[config.mk]
export PLATFORM = sky130hd
export DESIGN_NAME = channel
export DESIGN_NICKNAME = d
export VERILOG_FILES = /design/src/rtl/channel_pkg.sv /design/src/rtl/channel_proto_check.sv /design/src/rtl/channel.sv
export SDC_FILE = /design/constraint.sdc
export NUM_CORES = 1
export LEC_CHECK = 0
export CORE_MARGIN = 1.5
export CORE_UTILIZATION = 41
export CTS_CLUSTER_DIAMETER = 50
export DETAILED_ROUTE_END_ITERATION = 10
export GPL_ROUTABILITY_DRIVEN = 0
export PLACE_DENSITY = 0.85
export SLEW_MARGIN = 20
export SYNTH_ARGS = -nofsm -noshare
export SYNTH_HDL_FRONTEND = slang
export SYNTH_SLANG_ARGS = --single-unit
[constraint.sdc]
create_clock -name clk -period 4.1 [get_ports clk]
set_input_delay 0.615 -clock clk [delete_from_list [all_inputs] [get_ports clk]]
set_output_delay 0.615 -clock clk [all_outputs]
set_load 0.05 [all_outputs]
[src/rtl/channel_pkg.sv]
// Shared types and constants for the single-token four-phase bundled-data channel.
package channel_pkg;

    localparam int DEFAULT_WIDTH = 33;

    typedef enum logic {
        S_IDLE,
        S_ACK
    } snd_state_t;

    typedef enum logic [1:0] {
        R_EMPTY,
        R_REQ,
        R_RTZ
    } rcv_state_t;

    typedef enum logic [1:0] {
        P4PhaseBD,
        P2PhaseBD
    } hs_protocol_t;

endpackage

[src/rtl/channel_proto_check.sv]
// Sticky handshake-violation monitor; only instantiated when CHANNEL_PROTO_CHECK_EN is defined.
module channel_proto_check
    import channel_pkg::*;
#(
    parameter int WIDTH = DEFAULT_WIDTH
) (
    input  logic             clk,
    input  logic             rst,
    input  logic             s_req,
    input  logic [WIDTH-1:0] s_data,
    input  logic             s_ack,
    input  logic             armed,
    input  logic             r_ack,
    input  logic             full,
    output logic             proto_err
);

    logic             wait_q;
    logic [WIDTH-1:0] data_q;
    logic             data_viol;
    logic             drop_viol;
    logic             ack_viol;

    // wait_q: the previous edge saw an honoured request still waiting for capture
    always_comb begin
        data_viol = wait_q && s_req && !s_ack && (s_data != data_q);
        drop_viol = wait_q && !s_req && !s_ack;
        ack_viol  = !full && r_ack;
    end

    always_ff @(posedge clk) begin
        if (rst) begin
            wait_q    <= 1'b0;
            data_q    <= '0;
            proto_err <= 1'b0;
        end else begin
            wait_q <= s_req && !s_ack && armed;
            data_q <= s_data;
            if (data_viol || drop_viol || ack_viol) begin
                proto_err <= 1'b1;
            end
        end
    end

endmodule

[src/rtl/channel.sv]
// One-token decoupling buffer between two four-phase bundled-data handshakes.
// Optional protocol monitor enabled by defining CHANNEL_PROTO_CHECK_EN.
//   state   | meaning
//   S_IDLE  | sender side free, waiting for s_req
//   S_ACK   | s_ack high, waiting for sender return-to-zero
//   R_EMPTY | no token held
//   R_REQ   | token offered, r_req high until r_ack
//   R_RTZ   | waiting for receiver return-to-zero
module channel
    import channel_pkg::*;
#(
    parameter int           WIDTH       = DEFAULT_WIDTH,
    parameter hs_protocol_t HS_PROTOCOL = P4PhaseBD
) (
    input  logic             clk,
    input  logic             rst,
    input  logic             s_req,
    input  logic [WIDTH-1:0] s_data,
    output logic             s_ack,
    output logic             r_req,
    output logic [WIDTH-1:0] r_data,
    input  logic             r_ack,
    output logic             full,
    output logic             proto_err
);

    if (HS_PROTOCOL != P4PhaseBD) begin : g_bad_proto
        $error("channel: only four-phase bundled-data is supported");
    end
    if (WIDTH < 1 || WIDTH > 64) begin : g_bad_width
        $error("channel: WIDTH must be in 1..64");
    end

    snd_state_t snd_state;
    snd_state_t snd_nxt;
    rcv_state_t rcv_state;
    rcv_state_t rcv_nxt;
    logic       capture;
    logic       armed;

    always_comb begin
        snd_nxt = snd_state;
        rcv_nxt = rcv_state;
        // armed blocks a request that was already high when reset released
        capture = s_req && armed && (snd_state == S_IDLE) && (rcv_state == R_EMPTY);

        case (snd_state)
            S_IDLE:  if (capture) snd_nxt = S_ACK;
            S_ACK:   if (!s_req) snd_nxt = S_IDLE;
            default: snd_nxt = S_IDLE;
        endcase

        case (rcv_state)
            R_EMPTY: if (capture) rcv_nxt = R_REQ;
            R_REQ:   if (r_ack) rcv_nxt = R_RTZ;
            R_RTZ:   if (!r_ack) rcv_nxt = R_EMPTY;
            default: rcv_nxt = R_EMPTY;
        endcase
    end

    always_ff @(posedge clk) begin
        if (rst) begin
            snd_state <= S_IDLE;
            rcv_state <= R_EMPTY;
            s_ack     <= 1'b0;
            r_req     <= 1'b0;
            full      <= 1'b0;
            armed     <= 1'b0;
            r_data    <= '0;
        end else begin
            snd_state <= snd_nxt;
            rcv_state <= rcv_nxt;
            s_ack     <= (snd_nxt == S_ACK);
            r_req     <= (rcv_nxt == R_REQ);
            full      <= (rcv_nxt != R_EMPTY);
            armed     <= armed || !s_req;
            if (capture) begin
                r_data <= s_data;
            end
        end
    end

`ifdef CHANNEL_PROTO_CHECK_EN
    channel_proto_check #(
        .WIDTH(WIDTH)
    ) u_proto_check (
        .clk      (clk),
        .rst      (rst),
        .s_req    (s_req),
        .s_data   (s_data),
        .s_ack    (s_ack),
        .armed    (armed),
        .r_ack    (r_ack),
        .full     (full),
        .proto_err(proto_err)
    );
`else
    assign proto_err = 1'b0;
`endif

endmodule

## Word-level counts from Yosys, hierarchy flattened

Cells that the tools add are included.

- Input bits: 37
- Bits in registers: 39
- Output and inout port bits: 37
- Logic and storage cells: 24

- Eq/ne operators: 3
- Muxes and demuxes: 7
- Bitwise logic cells: 1
- Reduce and logical (&&, ||, !) cells: 7

Operators by type and width:

| kind | number |
|---|---|
| 2-bit two-way mux | 3 |
| 2-bit one-hot mux with 3 select lines | 1 |
| 2-bit by 1-bit == test with 1-bit output, second input constant | 2 |
| 1-bit logical AND | 3 |
| 2-bit == test, second input constant | 1 |
| 2-bit zero test | 1 |
| 1-bit two-way mux | 2 |
| 1-bit one-hot mux with 2 select lines | 1 |
| 2-bit nonzero test | 1 |
| 1-bit zero test | 1 |
| 1-bit logical OR | 1 |
| 1-bit inverter | 1 |

## Logic depth before layout (Yosys ltp)

- Depth after elaboration: 6
- Mapped depth: 4
- Depth with buffers taken out: 3

## Least setup slack after synthesis

OpenSTA, ideal clock, no wires.

- Kind: in2reg
- From: in s_req
- To: reg r_data[0]
- Stages: 4
- Data required time: 4.028 ns
- Setup time: 0.072 ns
- Path buffers: 1
- Arrival: 1.436 ns
- Path slack: 2.592 ns
- Path through: nand2_1 nor4_4 buf_6 mux2i_1

- Cells in the longest elaborated chain, start to end: 3

Ends and longest elaborated chain:

| element | RTL line | RTL |
|---|---|---|
| start: declaration | channel.sv:17 | `input logic s_req,` |
| 1-bit logical AND (3 in a row) | channel.sv:45 | `capture = s_req && armed && (snd_state == S_IDLE) && (rcv_state == R_EMPTY);` |
| end signal: assignment | channel.sv:78 | `r_data <= s_data;` |
| end: declaration | channel.sv:21 | `output logic [WIDTH-1:0] r_data,` |

Every way passes these cells.
A chain may end at the register's enable or synchronous reset.

==> flow_summary.toml <==
[status]
status = "finished, final reports clean"

[clock_tree]
hold_buffers = 0
numClockSinks = 39
ctsLongestPathBuffers = 2
clkLatencyLatePin_ps = 290
worst_setup_hold_path_clk_slew_ps = 70
cts_resized = 0
clockRootBuffer = "clkbuf_8"
cts-htree-levels = 2
cts_tree = "built"
postCtsSetupRepairBufs = 0
cts_inserted_buffers = 5

[yosys]
synth.cell_area_sq_um = 1700
seq_total_area_yosys_pct = 45.9
syn_area_per_cell_sq_um = 10.3
yosys_warnings = 0
netlist_top_cells_count = "nand2b_1, dfxtp_1, mux2i_1, clkbuf_1, a21oi_1"
synth_nets = 203
synth_enable_flop_cells = 0
synthFlopType = "dfxtp_1"
async_reset_ff_share_pct = 0
top_cell_type_s_share_of_synthesized_area_pct = 45.9
count_of_mapped_cells_out_of_synthesis = 166
yosys-top-cells-area = "dfxtp_1, nand2b_1, mux2i_1"
yosys.cell_types.count = 17
post-synth-top-count-cell = "nand2b_1"
synth.ff_latch_count = 39
synth_top_cell_by_area = "dfxtp_1"

[die]
starting_density_of_the_core_pct = 42.5
die_span_x_microns = 67.4
floorplan.core_area_sq_um = 4000
floorplan.die_area_sq_um = 4550
top_level_ports = 74
placement_rows = 23
die_height_microns = 67.4

[power]
power.ir.vdd_worst_mv = 0.278
pwr_density_cell_nw_per_um2 = 362
leakagePower_nw = 0.909

[grt]
overflow = 0
global_route_wire_length_before_repair_mm = 5.40
grt_start_max_net_pins = 73
grtUsageTotal_pct = 16.1
grt_pass1_vias = 1260
antenna_violations_before_repair = 0

[critical_path]
critPathTopFamily = "buffers and inverters"
crit_slowest_cell = "clkdlybuf4s50_1"
crit_buf_inv = 1
setup.worst_path.class = "reg2out"
crit_fanout = 4
cp-end-kind = "primary output"
critPathLaunchType = "flop"
critical_path.cell_chain = "clkdlybuf4s50_1"
biggest_cell_delay_along_the_critical_path_ps = 840
arrival_ps = 1550
cp.required_ps = 3480

[finish]
num_antenna_cells = 0
area_taken_by_flip_flops_and_latches_sq_um = 781
finalNonFillerCells = 287
finalNetCount = 273
n_fill_cell = 357
layout_cell_share_with_drive_strength_beyond_1_pct = 5.49
layout-area-overhead-vs-synth_pct = 50.1
multiInputGateArea_sq_um = 846

[routing]
dr_total_vias = 1312
drc = 0
final_antenna_net_count = 0
routed_wl_mm = 3.29
viasPerCell = 4.57
wl_per_cell_microns = 11.4
drt_pre_antenna_iters = 2
dr_iter_0_viols = 66

[timing]
setup_viol = 0
worst_skew_ps = 2.64
timing.final.hold_violations = 0
rsz0062_at_grt = "no"
final_period_minus_worst_setup_slack_ps = 2170
slew-limit-headroom_pct = 65.3
tns_ps = 0
tightestPinTransition_ps = 519
post-route-period-util_pct = 52.8
drv_slew = 0
fmax_ghz = 0.462

[hold_path]
hold_path_class = "reg2reg"

[placed_design]
post-dp-hpwl_mm = 2.23
port-buffer-count = 72
dp.cells = 279

[run]
maxCapViolCount = 0
state kept, by name, summed over array words and instances (netlist names):
register	flops
r_data	33
snd_state	1
r_req	1
full	1
armed	1
rcv_state	2
layer usage:
layer | vias to the layer above | global-route usage, % | routed length [microns] | part of all wire [%]
met5 | - | 0 | 0 | 0
met4 | 0 | 9.18 | 29 | 0.88
met3 | 4 | 5.67 | 289 | 8.8
met2 | 48 | 26.4 | 1480 | 45
met1 | 590 | 18.0 | 1480 | 45
li1 | 670 | - | - | -
worst reg2reg max path: cells and delay by family, from the launching register on:
family	cells	cell delay [ps]
muxes	1	250
and+or+nand+nor	1	310
buffers and inverters	1	390
DFF	1	370
report_power, final:
part / switching [mW] / total (mW) / leakage, nW / internal, mW
registers: 0.0109 / 0.408 / 0.318 / 0.397
logic: 0.100 / 0.188 / 0.530 / 0.0881
clock network: 0.131 / 0.328 / 0.0612 / 0.197
per-stage QoR:
step	hold WS, ps	area [sq um]	power, mW	utilization (%)	setup slack [ps]
after detailed placement	439	2440	0.606	60.9	2000
after global routing	492	2550	0.964	63.8	1880
after CTS	452	2550	0.934	63.8	1920
after floorplan	426	1700	0.533	-	2590
after global placement	438	2440	0.604	60.9	2040
final	452	2550	0.924	63.8	1930
cell families after synthesis:
kind of cell              Yosys count  share of synthesized area [%]
DFF                                39                           45.9
xor gates and xnor gates            1                          0.515
muxes                              33                           19.4
and+or+nand+nor                    74                           28.0
buffers and inverters              13                           4.41
other                               1                          0.220
AOI/OAI and AO/OA                   5                           1.54
path summary, 6_finish.rpt:
kind                                   start   endpoint  slack (ps)  cells after the start
worst max-delay path               snd_state      s_ack        1930                      1
worst min-delay path                   armed      armed         450                      2
worst max register to register  rcv_state[1]  r_data[4]        2710                      3
worst min register to register         armed      armed         450                      2
placed cells by master (no fill, tap or decap):
cell             netlist  routed
dfxtp_1               39      39
clkdlybuf4s50_1        0      72
nand2b_1              67      67
mux2i_1               33      33
clkinv_2               0       1
a21oi_1                4       4
a31oi_1                1       1
nor4_4                 1       1
conb_1                 1       1
xnor2_1                1       1
nand3b_1               1       1
or2_2                  1       1
inv_1                  1       1
buf_4                  1       3
clkbuf_8               0       6
nand2_1                2       2
nor3b_1                1       1
bufinv_16              0       1
or4_1                  1       1
layout make-up:
cell class | count | share of cell area, %
Inverter | 1 | 0.147
Multi-Input combinational cell | 114 | 33.1
Clock buffer | 6 | 3.23
Timing Repair Buffer | 75 | 29.1
Clock inverter | 2 | 1.37
Tap cell | 50 | 2.45
Sequential cell | 39 | 30.6
(Power assumes the default switching activity.)
